### src/rtl/i2c_master_seq.sv
// Multi-byte I2C master sequencer: START, 7-bit address + R/W, N data bytes with ACK
// handling, STOP. Control advances on SCL rising edges; pad drives update on falling edges.
module i2c_master_seq #(
   parameter int LEN_W     = 4,
   parameter int ADDR_W    = 7,
   parameter bit NACK_LAST = 1'b1
) (
   input  logic              i2c_scl_in,
   input  logic              resetN,
   input  logic              en,
   input  logic              rw,
   input  logic [ADDR_W-1:0] dev_addr,
   input  logic [LEN_W-1:0]  len,
   input  logic [7:0]        tx_data,
   input  logic              SDA_in,
   output logic              SDA_out,
   output logic              i2c_write_en,
   output logic              i2c_scl_en,
   output logic              tx_rd,
   output logic [7:0]        rx_data,
   output logic              rx_valid,
   output logic              busy,
   output logic              done,
   output logic              nack_err,
   output logic [3:0]        state,
   output logic [2:0]        count
);

   if (ADDR_W != 7) begin : g_bad_addr_w
      $error("i2c_master_seq: ADDR_W must be 7");
   end

   typedef enum logic [3:0] {
      S_IDLE       = 4'd0,
      S_START      = 4'd1,
      S_ADDRESS    = 4'd2,
      S_READ_ACK   = 4'd3,
      S_WRITE_DATA = 4'd4,
      S_READ_ACK2  = 4'd5,
      S_READ_DATA  = 4'd6,
      S_WRITE_ACK2 = 4'd7,
      S_STOP       = 4'd8
   } state_t;

   state_t           r_state, w_state_nx;
   logic [2:0]       r_count, w_count_nx;
   logic [LEN_W-1:0] r_bytes_left, w_bl_nx, w_bl_dec;
   logic [7:0]       r_shift, w_shift_nx;
   logic             r_rw, w_rw_nx;
   logic [7:0]       r_rx_data, w_rx_data_nx;
   logic             r_tx_rd, w_tx_rd_nx;
   logic             r_rx_valid, w_rx_valid_nx;
   logic             r_done, w_done_nx;
   logic             r_nack_err, w_nack_nx;
   logic             r_sda_out, w_sda_nx;
   logic             r_write_en, w_write_en_nx;
   logic             r_scl_en, w_scl_en_nx;

   // Saturating decrement so a stray extra decrement can never wrap the byte count
   assign w_bl_dec = (r_bytes_left != '0) ? r_bytes_left - 1'b1 : '0;

   always_comb begin
      w_state_nx    = r_state;
      w_count_nx    = r_count;
      w_bl_nx       = r_bytes_left;
      w_shift_nx    = r_shift;
      w_rw_nx       = r_rw;
      w_rx_data_nx  = r_rx_data;
      w_tx_rd_nx    = 1'b0;
      w_rx_valid_nx = 1'b0;
      w_done_nx     = 1'b0;
      w_nack_nx     = r_nack_err;
      case (r_state)
         S_IDLE: begin
            if (en) begin
               w_shift_nx = {dev_addr, rw};
               w_rw_nx    = rw;
               w_bl_nx    = len;
               w_nack_nx  = 1'b0;
               w_state_nx = S_START;
            end
         end
         S_START: begin
            w_count_nx = 3'd7;
            w_state_nx = S_ADDRESS;
         end
         S_ADDRESS, S_WRITE_DATA: begin
            w_shift_nx = {r_shift[6:0], 1'b0};
            w_count_nx = r_count - 3'd1;
            if (r_count == 3'd0) begin
               w_state_nx = (r_state == S_ADDRESS) ? S_READ_ACK : S_READ_ACK2;
            end
         end
         S_READ_ACK: begin
            if (SDA_in) begin
               w_nack_nx  = 1'b1;
               w_state_nx = S_STOP;
            end else if (r_bytes_left == '0) begin
               w_state_nx = S_STOP;
            end else if (!r_rw) begin
               w_tx_rd_nx = 1'b1;
               w_shift_nx = tx_data;
               w_count_nx = 3'd7;
               w_state_nx = S_WRITE_DATA;
            end else begin
               w_count_nx = 3'd7;
               w_state_nx = S_READ_DATA;
            end
         end
         S_READ_ACK2: begin
            w_bl_nx = w_bl_dec;
            if (SDA_in) begin
               w_nack_nx  = 1'b1;
               w_state_nx = S_STOP;
            end else if (w_bl_dec != '0) begin
               w_tx_rd_nx = 1'b1;
               w_shift_nx = tx_data;
               w_count_nx = 3'd7;
               w_state_nx = S_WRITE_DATA;
            end else begin
               w_state_nx = S_STOP;
            end
         end
         S_READ_DATA: begin
            w_shift_nx = {r_shift[6:0], SDA_in};
            w_count_nx = r_count - 3'd1;
            if (r_count == 3'd0) begin
               w_rx_data_nx  = {r_shift[6:0], SDA_in};
               w_rx_valid_nx = 1'b1;
               w_bl_nx       = w_bl_dec;
               w_state_nx    = S_WRITE_ACK2;
            end
         end
         S_WRITE_ACK2: begin
            if (r_bytes_left != '0) begin
               w_count_nx = 3'd7;
               w_state_nx = S_READ_DATA;
            end else begin
               w_state_nx = S_STOP;
            end
         end
         S_STOP: begin
            w_done_nx  = 1'b1;
            w_state_nx = S_IDLE;
         end
         default: w_state_nx = S_IDLE;
      endcase
   end

   always_ff @(posedge i2c_scl_in or negedge resetN) begin
      if (!resetN) begin
         r_state      <= S_IDLE;
         r_count      <= 3'd0;
         r_bytes_left <= '0;
         r_shift      <= 8'd0;
         r_rw         <= 1'b0;
         r_rx_data    <= 8'd0;
         r_tx_rd      <= 1'b0;
         r_rx_valid   <= 1'b0;
         r_done       <= 1'b0;
         r_nack_err   <= 1'b0;
      end else begin
         r_state      <= w_state_nx;
         r_count      <= w_count_nx;
         r_bytes_left <= w_bl_nx;
         r_shift      <= w_shift_nx;
         r_rw         <= w_rw_nx;
         r_rx_data    <= w_rx_data_nx;
         r_tx_rd      <= w_tx_rd_nx;
         r_rx_valid   <= w_rx_valid_nx;
         r_done       <= w_done_nx;
         r_nack_err   <= w_nack_nx;
      end
   end

   // Pad controls decoded from the state entered at the last rising edge
   always_comb begin
      w_sda_nx      = 1'b1;
      w_write_en_nx = 1'b1;
      w_scl_en_nx   = 1'b1;
      case (r_state)
         S_IDLE:                    w_scl_en_nx = 1'b0;
         S_START, S_STOP: begin
            w_sda_nx    = 1'b0;
            w_scl_en_nx = 1'b0;
         end
         S_ADDRESS, S_WRITE_DATA:   w_sda_nx = r_shift[7];
         S_READ_ACK, S_READ_ACK2,
         S_READ_DATA:               w_write_en_nx = 1'b0;
         S_WRITE_ACK2:              w_sda_nx = NACK_LAST && (r_bytes_left == '0);
         default:                   w_scl_en_nx = 1'b0;
      endcase
   end

   always_ff @(negedge i2c_scl_in or negedge resetN) begin
      if (!resetN) begin
         r_sda_out  <= 1'b1;
         r_write_en <= 1'b1;
         r_scl_en   <= 1'b0;
      end else begin
         r_sda_out  <= w_sda_nx;
         r_write_en <= w_write_en_nx;
         r_scl_en   <= w_scl_en_nx;
      end
   end

   assign SDA_out      = r_sda_out;
   assign i2c_write_en = r_write_en;
   assign i2c_scl_en   = r_scl_en;
   assign tx_rd        = r_tx_rd;
   assign rx_data      = r_rx_data;
   assign rx_valid     = r_rx_valid;
   assign done         = r_done;
   assign nack_err     = r_nack_err;
   assign busy         = (r_state != S_IDLE);
   assign state        = r_state;
   assign count        = r_count;

endmodule

### config.mk
export PLATFORM = sky130hd
export DESIGN_NAME = i2c_master_seq
export DESIGN_NICKNAME = d
export VERILOG_FILES = /design/src/rtl/i2c_master_seq.sv
export SDC_FILE = /design/constraint.sdc
export NUM_CORES = 1
export LEC_CHECK = 0
export ABC_AREA = 1
export BUFFER_PORTS_ARGS = -buffer_cell sky130_fd_sc_hd__buf_2
export CORE_ASPECT_RATIO = 0.75
export CORE_UTILIZATION = 53
export CTS_BUF_LIST = sky130_fd_sc_hd__clkbuf_16
export CTS_CLUSTER_DIAMETER = 100
export DETAILED_ROUTE_END_ITERATION = 16
export HOLD_SLACK_MARGIN = 0.06
export PLACE_DENSITY_LB_ADDON = 0.25
export REMOVE_ABC_BUFFERS = 1
export SLEW_MARGIN = 10
export SYNTH_ARGS = -nofsm -noshare
export SYNTH_HDL_FRONTEND = slang
export SYNTH_SLANG_ARGS = --single-unit
### constraint.sdc
create_clock -name i2c_scl_in -period 1.55 [get_ports i2c_scl_in]
set_input_delay 0 -clock i2c_scl_in [delete_from_list [all_inputs] [get_ports i2c_scl_in]]
set_output_delay 0 -clock i2c_scl_in [all_outputs]
set_load 0.02 [all_outputs]
After elaboration in Yosys (flattened, before gate mapping)
Cells that the tools add are included.
Widths: inputs -> output; s select.
{ "word_totals": {"inputBits": 24, "word_cells": 99, "out_inout_bits": 23, "reg_bits": 35} }
{ "classes": {"add_sub_neg": 2, "n_reduce_logical": 23, "eq_ne": 18, "muxes": 43} }
{ "op_table": {"columns": ["operator", "n"], "rows": [
  ["$mux 8", 6],
  ["$mux 4", 11],
  ["$pmux 8 s5", 1],
  ["$pmux 4 s7", 1],
  ["$mux 3", 6],
  ["$ne 2x2->1 const B", 9],
  ["$eq 4x3->1 const B", 4],
  ["$pmux 3 s5", 1],
  ["$mux 1", 12],
  ["$pmux 4 s3", 1],
  ["$reduce_bool 4->1", 3],
  ["$reduce_bool 5->1", 2],
  ["$reduce_and 3->1", 3],
  ["$eq 4x2->1 const B", 2],
  ["$logic_not 4->1", 2],
  ["$reduce_and 7->1", 1],
  ["$reduce_and 6->1", 1],
  ["$reduce_or 2->1", 3],
  ["$reduce_or 3->1", 2],
  ["$reduce_or 6->1", 1],
  ["$eq 4x1->1 const B", 1],
  ["$eq 4x4->1 const B", 1],
  ["$pmux 1 s2", 2],
  ["$reduce_and 2->1", 2],
  ["8 further kinds", 8]
]} }

Longest topological paths before layout
Gate-level depths: netlist of run 1.
{ "depth": {"ltp_word": 6, "ltp_mapped": 10, "depth_no_buf": 10} }

==> flow_summary.toml, run 1 <==
[finish]
nets = 399
final-instance-count-excl-fill = 424
layout_common_cells = "nand2_1 (112), buf_2 (43), buf_4 (38), dfrtp_1 (29), inv_1 (28)"
n_antenna_cell = 0
fin_area_sq_um = 2940
regArea_sq_um = 882
final_common_cell = "nand2_1"
drive_gt1_share_pct = 38.2
nFillCells = 180
area.growth.synth_to_final_pct = 50.8
multi_input_area_sq_um = 1000

[timing]
fin_ws_ns = -0.270
setup_viol = 29
hold_viol = 0
maxSlewHeadroom_pct = 79.0
rsz0062_at_grt = "true"
skew_ns = 0.0774
slew_violations = 0
whs_ns = 0.0637
tightestPinTransition_ns = 0.315

[worst_setup_path]
slowest_stage = "dfrtp_2"
cp_slowest_stage_delay_ns = 0.45
critPathKind = "flop to flop"
cp.required_ns = 1.07
cp-end-kind = "flop"
worstPathMaxFanout = 5
cp-start-kind = "flop"
worst_ep_arrival_time_ns = 1.34
worstPathCellList = "inv_1, nand4_1, inv_1, nor2_1, nand3_1, nand3_1"

[clock_network]
cts_root_buf = "clkbuf_16"
ctsHtreeMaxLevel = 2
numCtsBuffers = 5
cts_tree = "built"
cts_buffer_depth = 2
path_clk_slew_ns = 0.05
cts_sinks = 35
worstSkewPairLatency_ns = 0.35

[grt]
grt_pass1_wl_um = 8930
grt.total_usage_pct = 31.1
grt_overflow_total = 0
grt_max_degree = 20
antenna_found_initial = 0
grt_pass1_vias = 1868

[placement]
place_congestion = 0.893
io_buffers = 46
placed_cells = 396
dp_hpwl_um = 3830
place_area_sq_um = 2500

[synthesis]
synth_area_sq_um = 1950
synth-compound-area-share_pct = 6.35
synth_adder_area_share_pct = 1.28
synth_seq_cells = 35
synth.area.mux_share_pct = 0
synth-seq-area-share_pct = 45.0
syn_inst = 268
synth_top_family_by_area = "simple AND/OR/NAND/NOR gates"
ys_warn_count = 0
synth_cell_type_count = 29
syn_avg_cell_area_sq_um = 7.28
synth-simple-area-share_pct = 38.8
synthXorXnorAreaFrac_pct = 0.449

[run]
max_cap_viol_count = 0

[floorplanning]
io_pins = 47
fp.dieH_um = 54.6
die-area_sq_um = 3930
die_width_um = 72.1
core_area_sq_um = 3400
num_rows = 18
start_util_pct = 57.4

[run_status]
violations = "negative setup slack"
status = "finished with violations"

[drt]
antenna_left = 0
wirelength_um = 5970
vias_per_cell = 5.18
drc_errors = 0
detail_route.wl_per_cell_um = 14.1
via_count = 2195
drt_iter0_markers = 169
drt_first_pass_iters = 5

[power_and_ir_drop]
p_per_area_nw_per_um2 = 2280
peakVddDrop_mv = 1.37
p_leak_uw = 0.00171

[hold_path]
hp-class = "primary input to asynchronous set/reset pin"
==> routing by layer <==
| layer | part of all wire, % | vias up | track usage (%) | wire length [um] |
|---|---|---|---|---|
| met5 | 0 | - | 0 | 0 |
| met4 | 1.6 | 0 | 9.80 | 98 |
| met3 | 8.1 | 16 | 6.45 | 485 |
| met2 | 46 | 132 | 50.3 | 2750 |
| met1 | 44 | 1010 | 42.5 | 2630 |
| li1 | - | 1037 | - | - |
==> power breakdown <==
part | switching (uW) | total [uW] | internal, uW
Clock | 385 | 1150 | 764
Combinational | 2360 | 3920 | 1570
Sequential | 297 | 1620 | 1330
Total | 3040 | 6700 | 3660
==> cell usage after synthesis, drive strengths merged <==
library cell / instances / area [sq um]
nor2: 22 / 126
dfrtn: 1 / 25.0
buf: 2 / 16.3
o22ai: 1 / 6.26
o21ai: 17 / 88.8
o211ai: 1 / 7.51
ha: 2 / 25.0
nand2: 126 / 510
nand3: 18 / 108
a21oi: 3 / 15.0
nand4: 1 / 6.26
nand3b: 1 / 7.51
inv: 37 / 141
dfrtp: 32 / 801
xnor2: 1 / 8.76
a31oi: 1 / 6.26
dfstp: 2 / 52.6
==> worst max-delay path, delay by kind of cell, from the launching register on <==
kind,cells,cell delay (ns)
simple gates,4,0.43
buf+inv,2,0.18
flops,1,0.45
==> final cells by class <==
type,count,share of cell area [%]
clock inverters,5,1.74
well taps,50,2.12
clock buffers,5,4.25
repair buffers,98,23.3
flip-flops and latches,35,30.0
inverters,36,4.67
multi-input cells,195,34.0
==> repair_timing <==
item,in CTS,in global routing
cloned,0,1
endpoints found under the hold margin,43,0
gates resized for setup,18,15
endpoints found under the setup margin,28,33
pin swaps,4,8
setup buffers,3,3
hold buffers,12,0
==> path summary, 6_finish.rpt <==
| check | from | to | slack [ns] | depth (start not counted) |
|---|---|---|---|---|
| setup / recovery | state[2]$_DFFE_PN0P_ | SDA_out$_DFF_NN1_ | -0.27 | 6 |
| hold / removal | resetN | done$_DFF_PN0_ | 0.06 | 2 |
| setup reg to reg | state[2]$_DFFE_PN0P_ | SDA_out$_DFF_NN1_ | -0.27 | 6 |
| hold reg to reg | rx_data[5]$_DFFE_PN0P_ | rx_data[5]$_DFFE_PN0P_ | 0.47 | 2 |
| max in group asynchronous | resetN | i2c_write_en$_DFF_NN1_ | 0.56 | 2 |
| min in group i2c_scl_in | dev_addr[3] | r_shift[4]$_DFFE_PN0P_ | 0.07 | 5 |
==> sequential cells by signal, summed over array words and instances, names as in the netlist, 3 cells and up <==
| register | cells |
|---|---|
| count | 3 |
| state | 4 |
| r_shift | 8 |
| rx_data | 8 |
| r_bytes_left | 4 |
==> cells by family after synthesis <==
logic type      count (synthesis)
simple gates                  168
buf+inv                        39
flops                          35
compound gates                 23
fa+ha+maj                       2
xor+xnor                        1
==> through the flow <==
step / TNS (ns) / utilization, % / power, uW / setup slack (ns)
after floorplan: -1.02 / - / 3680 / -0.502
after CTS: -2.26 / 84.2 / 6340 / -0.208
after global placement: -0.643 / 73.4 / 4890 / -0.249
after detailed placement: -1.11 / 73.4 / 5000 / -0.361
after global routing: -4.66 / 86.6 / 7160 / -0.313
final: -2.95 / 86.6 / 6700 / -0.270
Power figures use the tool's default switching activity.
==> run 2, diff against run 1 <==
--- a/config.mk
+++ b/config.mk
@@ -17,3 +17,2 @@
 export REMOVE_ABC_BUFFERS = 1
-export SLEW_MARGIN = 10
 export SYNTH_ARGS = -nofsm -noshare
--- a/constraint.sdc
+++ b/constraint.sdc
@@ -3,2 +3,2 @@
 set_output_delay 0 -clock i2c_scl_in [all_outputs]
-set_load 0.02 [all_outputs]
+set_load 0.1 [all_outputs]
==> flow_summary.toml, run 2 (synthesized netlist as in run 1, its figures left out) <==
[clock_network]
cts_root_buf = "clkbuf_16"
ctsHtreeMaxLevel = 2
path_clk_slew_ns = 0.06
numCtsBuffers = 5
cts_tree = "built"
worstSkewPairLatency_ns = 0.36
cts_buffer_depth = 2
cts_sinks = 35

[timing]
slew_violations = 0
rsz0062_at_grt = "true"
maxSlewHeadroom_pct = 67.7
fin_ws_ns = -0.352
setup_viol = 34
skew_ns = 0.0806
hold_viol = 0
tightestPinTransition_ns = 0.488
whs_ns = 0.0587

[floorplanning]
die-area_sq_um = 3930
io_pins = 47
die_width_um = 72.1
core_area_sq_um = 3400
fp.dieH_um = 54.6
start_util_pct = 57.4
num_rows = 18

[placement]
dp_hpwl_um = 3840
io_buffers = 46
place_congestion = 0.888
place_area_sq_um = 2530

[run_status]
violations = "negative setup slack"
status = "finished with violations"

[drt]
vias_per_cell = 5.22
drt_iter0_markers = 225
antenna_left = 0
wirelength_um = 6180
detail_route.wl_per_cell_um = 14.7
via_count = 2193
drt_first_pass_iters = 5
drc_errors = 0

[worst_setup_path]
cp-end-kind = "flop"
critPathKind = "flop to flop"
worst_ep_arrival_time_ns = 1.40
worstPathCellList = "nor2_4, inv_2, nor2_4, nor2_2, nand3_1, nand3_1"
r2r_cells = 6
worstPathMaxFanout = 5
cp.required_ns = 1.05
slowest_stage = "dfrtp_1"
cp-start-kind = "flop"
cp_slowest_stage_delay_ns = 0.49

[grt]
grt_pass1_wl_um = 9600
grt_max_degree = 21
antenna_found_initial = 0
grt_overflow_total = 0
grt.total_usage_pct = 34.1
grt_pass1_vias = 2007

[finish]
nFillCells = 179
regArea_sq_um = 881
fin_area_sq_um = 2940
n_antenna_cell = 0
area.growth.synth_to_final_pct = 50.7
final_common_cell = "nand2_1"
drive_gt1_share_pct = 37.3
nets = 395
multi_input_area_sq_um = 991
layout_common_cells = "nand2_1 (112), buf_2 (42), buf_4 (33), dfrtp_1 (30), inv_1 (29)"

[run]
max_cap_viol_count = 0

[hold_path]
holdPathStages = 5
hp-class = "primary input to flop"
[run 2: layout make-up]
class,instances,area share (%)
well taps,50,2.13
clock buffers,5,4.25
flip-flops and latches,35,29.9
repair buffers,94,23.6
multi-input cells,195,33.7
inverters,36,4.68
clock inverters,5,1.74
[run 2: path summary, 6_finish.rpt]
check	start	to	slack, ns
max	state[2]$_DFFE_PN0P_	SDA_out$_DFF_NN1_	-0.35
min	dev_addr[3]	r_shift[4]$_DFFE_PN0P_	0.06
max reg2reg	state[2]$_DFFE_PN0P_	SDA_out$_DFF_NN1_	-0.35
min reg2reg	rx_data[7]$_DFFE_PN0P_	rx_data[7]$_DFFE_PN0P_	0.48
max in group asynchronous	resetN	i2c_write_en$_DFF_NN1_	0.40
min in group asynchronous	resetN	r_shift[1]$_DFFE_PN0P_	0.15
[run 2: worst max-delay path: cells and delay by family (launching register included)]
family | cells | cell delay (ns)
buffers and inverters | 1 | 0.08
AND/OR/NAND/NOR | 5 | 0.55
flip-flops | 1 | 0.49
[run 2: per-layer routing]
metal	vias up	part of all wire, %	global-route usage, %
met2	147	44	53.3
met4	0	3.7	20.6
met3	25	9.0	8.47
li1	1030	-	-
met5	-	0	0
met1	991	43	43.6
[run 2: stage by stage]
step	instances	TNS (ns)	setup slack (ns)	util, %
after CTS	419	-2.69	-0.293	86.1
after global routing	420	-8.13	-0.361	86.5
final	420	-6.40	-0.352	86.5
after floorplan	266	-15.55	-1.02	-
after global placement	395	-0.710	-0.253	74.5
after detailed placement	395	-1.31	-0.315	74.5
[run 2: what timing repair did]
item / in CTS / in global routing
cloned: 1 / 0
endpoints found under the hold margin: 42 / 0
hold buffers: 11 / 0
setup buffers: 3 / 1
pin swaps: 5 / 1
gates resized for setup: 24 / 2
endpoints found under the setup margin: 29 / 34
Power of run 2 is left out: the tool's default activity adds up to more than one toggle a clock period on the data nets, which glitch-free logic cannot reach.
==> run 3, diff against run 2 <==
Settings changed: MAX_ROUTING_LAYER from default to met4.
==> flow_summary.toml, run 3 (synthesized netlist as in run 1, its figures left out) <==
[run_status]
status = "finished with violations"
violations = "negative setup slack"

[grt]
grt.total_usage_pct = 35.4
grt_pass1_wl_um = 9670
grt_max_degree = 21
grt_overflow_total = 0
grt_pass1_vias = 1990
antenna_found_initial = 0

[floorplanning]
io_pins = 47
num_rows = 18
core_area_sq_um = 3400
start_util_pct = 57.4
die_width_um = 72.1
die-area_sq_um = 3930
fp.dieH_um = 54.6

[worst_setup_path]
r2r_cells = 5
worstPathMaxFanout = 5
ff2ff_setup_slack_ns = -0.35
cp-endpoint = "SDA_out$_DFF_NN1_"
cp.required_ns = 1.05
worst_ep_arrival_time_ns = 1.40
cp-end-kind = "flop"
critPathKind = "flop to flop"
worstSetupStartpoint = "state[2]$_DFFE_PN0P_"
r2r_start = "state[2]$_DFFE_PN0P_"
rr_endpoint = "SDA_out$_DFF_NN1_"
cp-start-kind = "flop"

[timing]
slew_violations = 0
maxSlewHeadroom_pct = 67.7
skew_ns = 0.0800
hold_viol = 0
tightestPinTransition_ns = 0.489
whs_ns = 0.0539
setup_viol = 34
rsz0062_at_grt = "true"
fin_ws_ns = -0.348

[placement]
place_area_sq_um = 2530
io_buffers = 46
dp_hpwl_um = 3840
place_congestion = 0.903

[drt]
vias_per_cell = 5.21
detail_route.wl_per_cell_um = 14.6
drc_errors = 0
wirelength_um = 6140
drt_iter0_markers = 201
antenna_left = 0
drt_first_pass_iters = 5
via_count = 2189

[hold_path]
hp-class = "primary input to flop"
hold_start = "dev_addr[3]"

[clock_network]
cts_sinks = 35
cts_root_buf = "clkbuf_16"
cts_tree = "built"
ctsHtreeMaxLevel = 2
worstSkewPairLatency_ns = 0.36
path_clk_slew_ns = 0.06
cts_buffer_depth = 2
numCtsBuffers = 5

[finish]
area.growth.synth_to_final_pct = 50.7
final_common_cell = "nand2_1"
nets = 395
fin_area_sq_um = 2940
drive_gt1_share_pct = 37.3
layout_common_cells = "nand2_1 (112), buf_2 (42), buf_4 (33), dfrtp_1 (30), inv_1 (29)"
n_antenna_cell = 0
nFillCells = 179

[run]
max_cap_viol_count = 0
-- run 3: cell counts in the layout (fill, tap and decap cells not counted) --
Identical to the previous run, type by type.
-- run 3: how the worst min path moves through the flow --
stage | end | slack, ns | cells after the start
after floorplan | count[0]$_DFFE_PN0P_ | -0.30 | 0
after global placement | tx_rd$_DFF_PN0_ | -0.08 | 1
after detailed placement | tx_rd$_DFF_PN0_ | -0.08 | 1
after CTS | r_shift[3]$_DFFE_PN0P_ | 0.06 | 5
after global routing | r_shift[6]$_DFFE_PN0P_ | 0.08 | 5
final | r_shift[4]$_DFFE_PN0P_ | 0.05 | 5
-- run 3: what timing repair did --
item                                    in CTS  in global routing
cloned                                       1                  0
hold buffers                                11                  0
endpoints found under the setup margin      29                 34
endpoints found under the hold margin       42                  0
pin swaps                                    5                  1
buffers inserted                             3                  1
resized for setup                           24                  2
-- run 3: cell type report --
cell class | count | area, sq um | area share, %
clock inverter | 5 | 51.3 | 1.74
timing repair buffer | 94 | 693 | 23.6
clock buffer | 5 | 125 | 4.25
inverter | 36 | 138 | 4.68
tap | 50 | 62.6 | 2.13
multi-input combinational | 195 | 991 | 33.7
sequential | 35 | 881 | 29.9
-- run 3: metal layers --
| layer | wire, um | part of all wire, % | GRT usage [%] | vias up |
|---|---|---|---|---|
| met5 | 0 | 0 | - | - |
| met4 | 224 | 3.7 | 19.0 | 0 |
| met3 | 530 | 8.6 | 8.29 | 31 |
| met2 | 2700 | 44 | 53.9 | 135 |
| met1 | 2680 | 44 | 44.5 | 990 |
| li1 | - | - | - | 1033 |
-- run 3: metrics by stage --
step | std cells | setup TNS (ns) | utilization [%] | worst slack [ns]
after global placement | 395 | -0.710 | 74.5 | -0.253
after floorplan | 266 | -15.55 | - | -1.02
final | 420 | -6.15 | 86.5 | -0.348
after global routing | 420 | -8.12 | 86.5 | -0.361
after CTS | 419 | -2.69 | 86.1 | -0.293
after detailed placement | 395 | -1.31 | 74.5 | -0.315
-- run 3: worst max-delay path, cell delays in order, from the launching register on --
cell and delay, ns:
dfrtp_1 0.49, nor2_4 0.21, buf_6 0.13, nand2_1 0.09
nand3_1 0.11, nand3_1 0.08
Power of run 3 is left out for the same reason.
